File: config.mk
export PLATFORM = sky130hd
export DESIGN_NAME = sample_dma
export DESIGN_NICKNAME = d
export VERILOG_FILES = /design/src/rtl/sample_dma_pkg.sv /design/src/rtl/sample_dma_ring.sv /design/src/rtl/sample_dma.sv
export SDC_FILE = /design/constraint.sdc
export NUM_CORES = 1
export LEC_CHECK = 0
export CAP_MARGIN = 10
export CORE_MARGIN = 2
export CORE_UTILIZATION = 40
export DETAILED_ROUTE_END_ITERATION = 16
export GPL_ROUTABILITY_DRIVEN = 0
export PLACE_DENSITY = 0.63
export SKIP_LAST_GASP = 1
export SLEW_MARGIN = 20
export SYNTH_ARGS = -nofsm -noshare
export SYNTH_HDL_FRONTEND = slang
export SYNTH_SLANG_ARGS = --single-unit
File: constraint.sdc
create_clock -name clk_48 -period 12.6 [get_ports clk_48]
set_clock_uncertainty 0.05 [all_clocks]
set_input_delay 3.78 -clock clk_48 [delete_from_list [all_inputs] [get_ports clk_48]]
set_output_delay 3.78 -clock clk_48 [all_outputs]
set_load 0.02 [all_outputs]
File: src/rtl/sample_dma_pkg.sv
// sample_dma_pkg: shared constants and types for the sample DMA engine.
//   - per-channel register indices (low three bits of reg_addr)
//   - CTRL register bit positions
//   - transfer FSM state encoding
package sample_dma_pkg;

  localparam logic [2:0] RegCtrl  = 3'd0;
  localparam logic [2:0] RegBase  = 3'd1;
  localparam logic [2:0] RegSize  = 3'd2;
  localparam logic [2:0] RegWptr  = 3'd3;
  localparam logic [2:0] RegRptr  = 3'd4;
  localparam logic [2:0] RegLevel = 3'd5;
  localparam logic [2:0] RegDrops = 3'd6;

  localparam int unsigned CtrlEnBit   = 0;
  localparam int unsigned CtrlOvfBit  = 1;
  localparam int unsigned CtrlFullBit = 2;

  typedef enum logic [1:0] {
    StIdle,
    StPop,
    StCap,
    StWr
  } state_e;

endpackage

File: src/rtl/sample_dma_ring.sv
// sample_dma_ring: one channel's ring-buffer bookkeeping.
// Holds enable/BASE/SIZE/WPTR/RPTR, derives full and LEVEL, and provides the
// combinational read data for this channel's register window.
// Optional SAMPLE_DMA_DROP_EN adds the overflow sticky bit and DROPS counter.
// Ports:
//   clk_48, irst          clock, asynchronous active-high reset
//   sel_i                 register access targets this channel
//   reg_idx_i             register index within the channel
//   reg_wdata_i, reg_we_i register write data and strobe
//   advance_i             SDRAM write for this channel completed
//   drop_i                a FIFO word was discarded (SAMPLE_DMA_DROP_EN only)
//   enable_o, full_o      channel state for the arbiter
//   base_o, wptr_o        next write address components
//   rdata_o               read data for reg_idx_i
module sample_dma_ring
  import sample_dma_pkg::*;
#(
  parameter int unsigned ADDR_W = 24
) (
  input  logic              clk_48,
  input  logic              irst,
  input  logic              sel_i,
  input  logic [2:0]        reg_idx_i,
  input  logic [31:0]       reg_wdata_i,
  input  logic              reg_we_i,
  input  logic              advance_i,
`ifdef SAMPLE_DMA_DROP_EN
  input  logic              drop_i,
`endif
  output logic              enable_o,
  output logic              full_o,
  output logic [ADDR_W-1:0] base_o,
  output logic [ADDR_W-1:0] wptr_o,
  output logic [31:0]       rdata_o
);

  logic              en_q, en_d;
  logic [ADDR_W-1:0] base_q, base_d, size_q, size_d;
  logic [ADDR_W-1:0] wptr_q, wptr_d, rptr_q, rptr_d;
  logic [ADDR_W:0]   wptr_inc;
  logic [ADDR_W-1:0] wptr_next, level, wval;
  logic              wr;
  logic              unused_wdata;
`ifdef SAMPLE_DMA_DROP_EN
  logic              ovf_q, ovf_d;
  logic [15:0]       drops_q, drops_d;
`endif

  assign wval         = reg_wdata_i[ADDR_W-1:0];
  assign wr           = sel_i & reg_we_i;
  assign unused_wdata = ^reg_wdata_i;

  // >= rather than == keeps the pointer in range even if SIZE shrank while
  // a word was still in flight.
  assign wptr_inc  = {1'b0, wptr_q} + (ADDR_W + 1)'(1);
  assign wptr_next = (wptr_inc >= {1'b0, size_q}) ? '0 : wptr_inc[ADDR_W-1:0];
  assign full_o    = (wptr_next == rptr_q);
  assign level     = (wptr_q >= rptr_q) ? wptr_q - rptr_q : wptr_q + size_q - rptr_q;

  assign enable_o = en_q;
  assign base_o   = base_q;
  assign wptr_o   = wptr_q;

  always_comb begin
    en_d   = en_q;
    base_d = base_q;
    size_d = size_q;
    wptr_d = wptr_q;
    rptr_d = rptr_q;
`ifdef SAMPLE_DMA_DROP_EN
    ovf_d   = ovf_q;
    drops_d = drops_q;
`endif
    if (advance_i) wptr_d = wptr_next;
    if (wr) begin
      case (reg_idx_i)
        RegCtrl: begin
          en_d = reg_wdata_i[CtrlEnBit];
          if (!en_q && reg_wdata_i[CtrlEnBit]) begin
            wptr_d = '0;
            rptr_d = '0;
          end
`ifdef SAMPLE_DMA_DROP_EN
          if (reg_wdata_i[CtrlOvfBit]) begin
            ovf_d   = 1'b0;
            drops_d = '0;
          end
`endif
        end
        RegBase: if (!en_q) base_d = wval;
        RegSize: if (!en_q) size_d = (wval < ADDR_W'(2)) ? ADDR_W'(2) : wval;
        RegRptr: if (reg_wdata_i < 32'(size_q)) rptr_d = wval;
        default: ;
      endcase
    end
`ifdef SAMPLE_DMA_DROP_EN
    if (drop_i) begin
      ovf_d = 1'b1;
      if (drops_d != 16'hffff) drops_d = drops_d + 16'd1;
    end
`endif
  end

  always_comb begin
    rdata_o = '0;
    case (reg_idx_i)
      RegCtrl: begin
        rdata_o[CtrlEnBit]   = en_q;
        rdata_o[CtrlFullBit] = full_o;
`ifdef SAMPLE_DMA_DROP_EN
        rdata_o[CtrlOvfBit]  = ovf_q;
`endif
      end
      RegBase:  rdata_o = 32'(base_q);
      RegSize:  rdata_o = 32'(size_q);
      RegWptr:  rdata_o = 32'(wptr_q);
      RegRptr:  rdata_o = 32'(rptr_q);
      RegLevel: rdata_o = 32'(level);
`ifdef SAMPLE_DMA_DROP_EN
      RegDrops: rdata_o = 32'(drops_q);
`endif
      default:  rdata_o = '0;
    endcase
  end

  always_ff @(posedge clk_48 or posedge irst) begin
    if (irst) begin
      en_q   <= 1'b0;
      base_q <= '0;
      size_q <= ADDR_W'(2);
      wptr_q <= '0;
      rptr_q <= '0;
`ifdef SAMPLE_DMA_DROP_EN
      ovf_q   <= 1'b0;
      drops_q <= '0;
`endif
    end else begin
      en_q   <= en_d;
      base_q <= base_d;
      size_q <= size_d;
      wptr_q <= wptr_d;
      rptr_q <= rptr_d;
`ifdef SAMPLE_DMA_DROP_EN
      ovf_q   <= ovf_d;
      drops_q <= drops_d;
`endif
    end
  end

endmodule

File: src/rtl/sample_dma.sv
// sample_dma: drains per-channel sample FIFOs into SDRAM ring buffers.
// A round-robin arbiter picks an eligible channel, the FSM pops one word,
// captures it and issues a single SDRAM write, then returns to idle.
// Optional macro SAMPLE_DMA_DROP_EN: words arriving for a full ring are popped
// and discarded (counted in DROPS) instead of stalling the FIFO.
// Ports:
//   clk_48, irst             clock, asynchronous active-high reset
//   fifo_empty/fifo_rd/fifo_data  per-channel FIFO read side
//   awaddr/wdata/wvalid/wready    SDRAM write channel
//   reg_addr/reg_wdata/reg_we/reg_re/reg_rdata  CPU register window
module sample_dma
  import sample_dma_pkg::*;
#(
  parameter int unsigned CHANNELS = 2,
  parameter int unsigned DATA_W   = 16,
  parameter int unsigned ADDR_W   = 24,
  localparam int unsigned RegAw   = $clog2(CHANNELS) + 3
) (
  input  logic                       clk_48,
  input  logic                       irst,
  input  logic [CHANNELS-1:0]        fifo_empty,
  output logic [CHANNELS-1:0]        fifo_rd,
  input  logic [CHANNELS*DATA_W-1:0] fifo_data,
  output logic [ADDR_W-1:0]          awaddr,
  output logic [DATA_W-1:0]          wdata,
  output logic                       wvalid,
  input  logic                       wready,
  input  logic [RegAw-1:0]           reg_addr,
  input  logic [31:0]                reg_wdata,
  input  logic                       reg_we,
  input  logic                       reg_re,
  output logic [31:0]                reg_rdata
);

  localparam int unsigned ChW = (CHANNELS > 1) ? $clog2(CHANNELS) : 1;

  state_e              state_q, state_d;
  logic [ChW-1:0]      cur_q, cur_d, rr_q, rr_d, ch_sel, off;
  logic [ChW:0]        cur_inc, pick;
  logic [ADDR_W-1:0]   awaddr_q, awaddr_d;
  logic [DATA_W-1:0]   wdata_q, wdata_d;
  logic                wvalid_q, wvalid_d, found;
  logic [31:0]         rdata_q, rdata_d;
  logic [CHANNELS-1:0] en, full, advance, elig;
  logic [2*CHANNELS-1:0] elig_rot;
  logic [ADDR_W-1:0]   base [CHANNELS];
  logic [ADDR_W-1:0]   wptr [CHANNELS];
  logic [DATA_W-1:0]   fifo_word [CHANNELS];
  logic [31:0]         ring_rdata [CHANNELS];
`ifdef SAMPLE_DMA_DROP_EN
  logic                drop_q, drop_d;
  logic [CHANNELS-1:0] drop;
`endif

  assign ch_sel = ChW'(reg_addr >> 3);

  for (genvar c = 0; c < CHANNELS; c++) begin : g_ring
    assign fifo_word[c] = fifo_data[c*DATA_W +: DATA_W];
`ifdef SAMPLE_DMA_DROP_EN
    // A full ring still competes so its FIFO can be drained and discarded.
    assign elig[c] = en[c] & ~fifo_empty[c];
`else
    assign elig[c] = en[c] & ~fifo_empty[c] & ~full[c];
`endif

    sample_dma_ring #(
      .ADDR_W(ADDR_W)
    ) u_ring (
      .clk_48     (clk_48),
      .irst       (irst),
      .sel_i      (ch_sel == ChW'(c)),
      .reg_idx_i  (reg_addr[2:0]),
      .reg_wdata_i(reg_wdata),
      .reg_we_i   (reg_we),
      .advance_i  (advance[c]),
`ifdef SAMPLE_DMA_DROP_EN
      .drop_i     (drop[c]),
`endif
      .enable_o   (en[c]),
      .full_o     (full[c]),
      .base_o     (base[c]),
      .wptr_o     (wptr[c]),
      .rdata_o    (ring_rdata[c])
    );
  end

  // Rotate so bit 0 is the rr channel; the lowest set bit wins.
  always_comb begin
    elig_rot = {elig, elig} >> rr_q;
    found    = 1'b0;
    off      = '0;
    for (int i = CHANNELS - 1; i >= 0; i--) begin
      if (elig_rot[i]) begin
        found = 1'b1;
        off   = ChW'(i);
      end
    end
    pick = {1'b0, rr_q} + {1'b0, off};
    if (pick >= (ChW + 1)'(CHANNELS)) pick = pick - (ChW + 1)'(CHANNELS);
    cur_inc = {1'b0, cur_q} + (ChW + 1)'(1);
    if (cur_inc >= (ChW + 1)'(CHANNELS)) cur_inc = '0;
  end

  always_comb begin
    state_d  = state_q;
    cur_d    = cur_q;
    rr_d     = rr_q;
    awaddr_d = awaddr_q;
    wdata_d  = wdata_q;
    wvalid_d = wvalid_q;
    fifo_rd  = '0;
    advance  = '0;
`ifdef SAMPLE_DMA_DROP_EN
    drop_d   = drop_q;
    drop     = '0;
`endif
    unique case (state_q)
      StIdle: begin
        if (found) begin
          cur_d   = pick[ChW-1:0];
          state_d = StPop;
`ifdef SAMPLE_DMA_DROP_EN
          drop_d  = full[pick[ChW-1:0]];
`endif
        end
      end
      StPop: begin
        fifo_rd[cur_q] = 1'b1;
        state_d        = StCap;
      end
      StCap: begin
        wdata_d  = fifo_word[cur_q];
        awaddr_d = base[cur_q] + wptr[cur_q];
        wvalid_d = 1'b1;
        state_d  = StWr;
`ifdef SAMPLE_DMA_DROP_EN
        if (drop_q) begin
          wdata_d     = wdata_q;
          awaddr_d    = awaddr_q;
          wvalid_d    = 1'b0;
          drop[cur_q] = 1'b1;
          rr_d        = cur_inc[ChW-1:0];
          state_d     = StIdle;
        end
`endif
      end
      StWr: begin
        if (wready) begin
          wvalid_d       = 1'b0;
          advance[cur_q] = 1'b1;
          rr_d           = cur_inc[ChW-1:0];
          state_d        = StIdle;
        end
      end
      default: state_d = StIdle;
    endcase
  end

  // Out-of-range channel numbers match no ring and read as zero.
  always_comb begin
    rdata_d = rdata_q;
    if (reg_re) begin
      rdata_d = '0;
      for (int c = 0; c < CHANNELS; c++) begin
        if (ch_sel == ChW'(c)) rdata_d = ring_rdata[c];
      end
    end
  end

  always_ff @(posedge clk_48 or posedge irst) begin
    if (irst) begin
      state_q  <= StIdle;
      cur_q    <= '0;
      rr_q     <= '0;
      awaddr_q <= '0;
      wdata_q  <= '0;
      wvalid_q <= 1'b0;
      rdata_q  <= '0;
`ifdef SAMPLE_DMA_DROP_EN
      drop_q   <= 1'b0;
`endif
    end else begin
      state_q  <= state_d;
      cur_q    <= cur_d;
      rr_q     <= rr_d;
      awaddr_q <= awaddr_d;
      wdata_q  <= wdata_d;
      wvalid_q <= wvalid_d;
      rdata_q  <= rdata_d;
`ifdef SAMPLE_DMA_DROP_EN
      drop_q   <= drop_d;
`endif
    end
  end

  assign awaddr    = awaddr_q;
  assign wdata     = wdata_q;
  assign wvalid    = wvalid_q;
  assign reg_rdata = rdata_q;

endmodule

-- Word-level counts from Yosys, hierarchy flattened
Cells that the tools add are included.
- register bits: 271
- input port bits: 75
- output and inout bits: 75
- word-level logic and storage cells: 145
- add/subtract/negate cells: 12
- order comparisons: 12
- equality and inequality tests: 16
- shift-type cells: 1
- muxes and demuxes: 52
- bitwise gates (word level): 14
- reduce and logical (&&, ||, !) cells: 21
- operators with widths (kind ; number):
    $mux 24 ; 23
    $pmux 21 s5 ; 2
    $pmux 24 s2 ; 2
    $sub 24x24->24 ; 4
    $add 24x24->24 ; 3
    $lt 32x24->1 ; 2
    $add 24x1->25 const B ; 2
    $ge 25x24->1 ; 2
    $eq 24x24->1 ; 2
    $ge 24x24->1 ; 2
    $mux 16 ; 3
    $mux 32 ; 1
    $lt 24x2->1 const B ; 1
    $pmux 1 s6 ; 4
    $reduce_and 2->1 ; 6
    $reduce_and 3->1 ; 4
    $mux 2 ; 5
    $pmux 1 s5 ; 2
    $ne 2x1->1 const B ; 4
    $pmux 2 s4 ; 1
    $reduce_and 4->1 ; 2
    $mux 1 ; 7
    $not 1->1 ; 7
    $and 1x1->1 ; 6
    other kinds (21) ; 31

-- Longest topological paths before layout
- depth in word-level cells: 12
- mapped depth: 19

-- By module
A second synthesis with hierarchy kept.
- cell total of the unflattened synthesis: 3000
- area total of the unflattened synthesis: 25605.8 um2
- by module, submodules not included (module ; instances ; cells an instance ; area each (um2) ; sequential area each (um2)):
    sample_dma_ring (g_ring[0].u_ring) ; 1 ; 1247 ; 10366.2 ; 2428.6
    sample_dma_ring (g_ring[1].u_ring) ; 1 ; 1206 ; 10004.6 ; 2428.6
    sample_dma ; 1 ; 547 ; 5235.0 ; 1926.8

-- Worst setup path after synthesis
OpenSTA, ideal clock, no wires.
- path type: input to register
- from: in reg_wdata[1]
- to: reg g_ring[1].u_ring.rptr_q[0]
- setup time: 66 ps
- arrival time: 6182 ps
- required time: 12484 ps
- slack: 6301 ps
- stages: 12
- path buffers: 1
- cell sequence: ha_1 a21o_1 a21o_1 a21o_1 a21o_1 a21o_1 a21o_1 a211oi_1 o31ai_1 a31oi_1 clkbuf_1 a22o_1
- longest elaborated chain between the ends: 3
- RTL lines (element ; line ; text):
    from (decl) ; sample_dma.sv:29 ; input logic [31:0] reg_wdata,
    $lt 32x24->1 ; sample_dma_ring.sv:92 ; RegRptr: if (reg_wdata_i < 32'(size_q)) rptr_d = wval;
    $ne 2x1->1 (no line) ; n/a ;
    $reduce_and 4->1 (no line) ; n/a ;
    to (signal assigned) ; sample_dma_ring.sv:142 ; rptr_q <= rptr_d;
    to (decl) ; sample_dma_ring.sv:39 ; logic [ADDR_W-1:0] wptr_q, wptr_d, rptr_q, rptr_d;
No other way between the ends.
A chain may end at the register's enable or synchronous reset.

-- Worst setup path in the final report
- from: reg g_ring[1].u_ring.wptr_q[0]
- to: reg state_q[1]
- longest elaborated chain between the ends: 11
- RTL lines (element ; line ; text):
    from (decl) ; sample_dma_ring.sv:39 ;
    from (signal assigned) ; sample_dma_ring.sv:141 ; wptr_q <= wptr_d;
    $add 24x1->25 (*) ; sample_dma_ring.sv:55 ; assign wptr_inc = {1'b0, wptr_q} + (ADDR_W + 1)'(1);
    $ge 25x24->1 ; sample_dma_ring.sv:56 ; assign wptr_next = (wptr_inc >= {1'b0, size_q}) ? '0 : wptr_inc[ADDR_W-1:0];
    $mux 24 (*) ; sample_dma_ring.sv:56 ;
    $eq 24x24->1 (*) ; sample_dma_ring.sv:57 ; assign full_o = (wptr_next == rptr_q);
    $not 1->1 (*) ; sample_dma.sv:63 ; assign elig[c] = en[c] & ~fifo_empty[c] & ~full[c];
    $and 1x1->1 (*) ; sample_dma.sv:63 ;
    $shr 4x1->2 (*) ; sample_dma.sv:89 ; elig_rot = {elig, elig} >> rr_q;
    $mux 1 ; sample_dma.sv:93 ; if (elig_rot[i]) begin
    $mux 1 (*) ; sample_dma.sv:93 ;
    $ne 2x2->1 (no line) (*) ; n/a ;
    $reduce_and 2->1 (no line) (*) ; n/a ;
    to (signal assigned) ; sample_dma.sv:172 ; state_q <= StIdle;
    to (signal assigned) ; sample_dma.sv:183 ; state_q <= state_d;
    to (decl) ; sample_dma.sv:37 ; state_e state_q, state_d;
Every way passes the cells marked *; elsewhere a longest branch is shown, timed or not.

==> results.yml <==
yosys:
  syn_area_per_cell_um2: 8.12
  yosys_warnings: 0
  synth.area.top_cells: "dfrtp_1 27%, ha_1 11%, o21ai_0 5.3%"
  synth_top_area_share: 0.268
  synth_flop_cell: "dfrtp_1"
  yosysSeqAreaShare: 0.271
  synth_edf_count: 0
  syn_inst: 2997
  synth_top_area_cell: "dfrtp_1"
  synth_area_um2: 24300
  ys_ff_latch: 263
  ys_async_sr_fraction: 1.00
  synth_cell_type_count: 96
clock_network:
  cts-htree-levels: 1
  cts_sinks: 263
  holdBufCountCts: 0
  cts_root_buf: "clkbuf_16"
  cts_buffers: 31
  clockBufferDepth: 3
  cts_tree: "yes"
  clkTransAtPathRegs_ns: 0.06
  cts_setup_buffers: 0
  ctsResizeCount: 0
  clock_latency_ns: 0.61
final_layout:
  fillers: 5797
  nets: 3398
  diodes: 0
  areaGrowthSynthToFinish_pct: 12.9
  drive_above_1_share: 0.0559
  fin_area_um2: 27500
  finish.utilization: 0.456
drt:
  routed_via_density: 6.36
  drt-pass1-iter-count: 6
  wire_per_inst_um: 25.4
  drt_iter0_markers: 3071
  drt_wl_total_um: 98100
  drcViolationCount: 0
  vias: 24600
  ant_nets: 0
worst_setup_path:
  cp.required_ns: 13.04
  endpoint_kind: "flip-flop"
  cp-start-kind: "flip-flop"
  crit_type: "reg -> reg"
  crit_arrival_ns: 7.73
  crit_fanout: 14
timing:
  final-setup-viol-count: 0
  finalHoldViolations: 0
  setup_tns_ns: 0
  relSlewSlack: 0.212
  post-route-period-util: 0.578
  max_freq_mhz: 137
  tightest_slew_ns: 1.18
  slew_violations: 0
  rsz0062_at_grt: "false"
  min_period_ns: 7.29
floorplan:
  pin_count: 150
  die_area_um2: 62800
  die-height_um: 251
  row_count: 90
  start_util: 0.404
  die_x_um: 251
  coreArea_um2: 60200
global_route:
  grt.overflow.total: 0
  gr-usage-all-layers: 0.305
  grt_max_degree: 153
  grt_pass1_wl_um: 146000
  antenna_found_initial: 1
  grt_pass1_vias: 23500
placement:
  io_buffers: 141
  dpl_cell_area_um2: 26400
  dp_hpwl_um: 76000
min_path:
  holdCritPathClass: "reg -> reg"
power_and_ir_drop:
  ir_drop_v: 0.000122
  powerDensity_nw_per_um2: 172
  power_leakage_nw: 12.0
  power_mw: 4.73
run_status:
  outcome: "completed"
job:
  drv_cap: 0
cell type report:
type / count / area [µm²] / share of cell area
Clock buffer: 41 / 873 / 0.0318
Sequential cell: 263 / 6590 / 0.240
Tap cell: 782 / 978 / 0.0356
Multi-Input combinational cell: 2282 / 16100 / 0.585
Clock inverter: 14 / 164 / 0.00597
Timing Repair Buffer: 168 / 1620 / 0.0588
Inverter: 310 / 1170 / 0.0426
flip-flops by register name, summed over array words and instances (netlist names):
register and count:
g_ring.u_ring.wptr_o 48, g_ring.u_ring.size_q 48, wdata 16, state_q 2, wvalid 1, reg_rdata 24
rr_q 1, g_ring.u_ring.enable_o 2, g_ring.u_ring.base_o 48, cur_q 1, awaddr 24, g_ring.u_ring.rptr_q 48
cells in the final DEF, fill, tap and decap left out, drive strengths merged, types with 32 or more instances in the layout:
master,instances
nand2,337
xnor2,122
a22oi,52
clkdlybuf4s50,139
fa,49
dfrtp,261
nand4,34
a21oi,217
nor4,35
o221ai,38
nor2,145
ha,218
a211oi,34
clkbuf,41
nor3,65
nand3,115
inv,310
a21o,59
mux2,44
xor2,35
nor2b,32
o21ai,258
worst max-delay path, cell delays in order (launching register included):
cell and delay (ns):
dfrtp_1 0.68, ha_1 0.27, nand3_1 0.36, nor4_2 0.88, and2_1 0.28, xnor2_1 0.21
inv_1 0.09, ha_1 0.31, nand4_1 0.18, nor4_1 0.66, o21ai_0 0.31, o211ai_1 0.33
a21oi_2 0.26, o32ai_1 0.31, nor4bb_1 0.60, o2111a_1 0.34, a41oi_2 0.31, o32ai_4 0.39
mux2_1 0.34
power by group:
part	leakage [nW]	total [mW]	switching, mW	internal [mW]
sequential	3.43	1.19	0.189	1.00
clock	0.505	0.944	0.398	0.546
combinational	8.07	2.59	1.58	1.02
stage by stage:
stage / hold slack (ns) / setup slack, ns / instances
finish: 0.433 / 5.31 / 3860
global route: 0.453 / 5.11 / 3860
CTS: 0.434 / 5.56 / 3860
detailed placement: 0.421 / 4.96 / 3805
global placement: 0.412 / 4.99 / 3805
floorplan: 0.396 / 1.53 / 3004
metal layers:
metal  track usage  part of all wire
met5             0                 0
met2         0.468              0.43
met4         0.184             0.070
met3        0.0467              0.11
met1         0.405              0.39
worst paths after layout:
path	cells after the start	start	end	slack, ns
hold / removal	2	g_ring[0].u_ring.size_q[5]	g_ring[0].u_ring.size_q[5]	0.43
min in group asynchronous	2	irst	g_ring[0].u_ring.wptr_o[1]	3.73
setup reg to reg	18	g_ring[1].u_ring.wptr_o[0]	state_q[1]	5.31
max in group asynchronous	3	irst	cur_q	7.23
setup / recovery	18	g_ring[1].u_ring.wptr_o[0]	state_q[1]	5.31
hold reg to reg	2	g_ring[0].u_ring.size_q[5]	g_ring[0].u_ring.size_q[5]	0.43
cells by family (layout without fill, tap and decap cells):
logic type      Yosys count  in the layout  share of synthesized area
simple gates            859            859                      0.168
other cells               1              8                   0.000154
xor+xnor                158            158                     0.0577
mux                      75             75                     0.0336
fa+ha+maj               267            267                      0.152
buf+inv                 459            533                     0.0724
flops                   263            263                      0.271
compound gates          915            915                      0.245
synthesized netlist by cell type, types with 16 or more instances:
master / number
a21oi_1: 217
a22o_1: 30
dfrtp_1: 261
a211oi_1: 34
ha_1: 218
a221oi_1: 20
xor2_1: 35
nor4_1: 30
a21o_1: 59
and3_1: 26
mux2i_1: 30
o21bai_1: 16
nand2b_1: 17
o21a_1: 26
fa_1: 49
o21ai_0: 256
nor2_1: 144
a22oi_1: 52
o221ai_1: 38
nand4_1: 32
xnor2_1: 121
nor2b_1: 32
clkbuf_1: 124
mux2_2: 43
nand2_1: 337
nand3_1: 113
o211ai_1: 16
o31ai_1: 16
nor3_1: 64
a31oi_1: 21
inv_1: 307
Note: power is estimated with default switching activity, not from simulation.
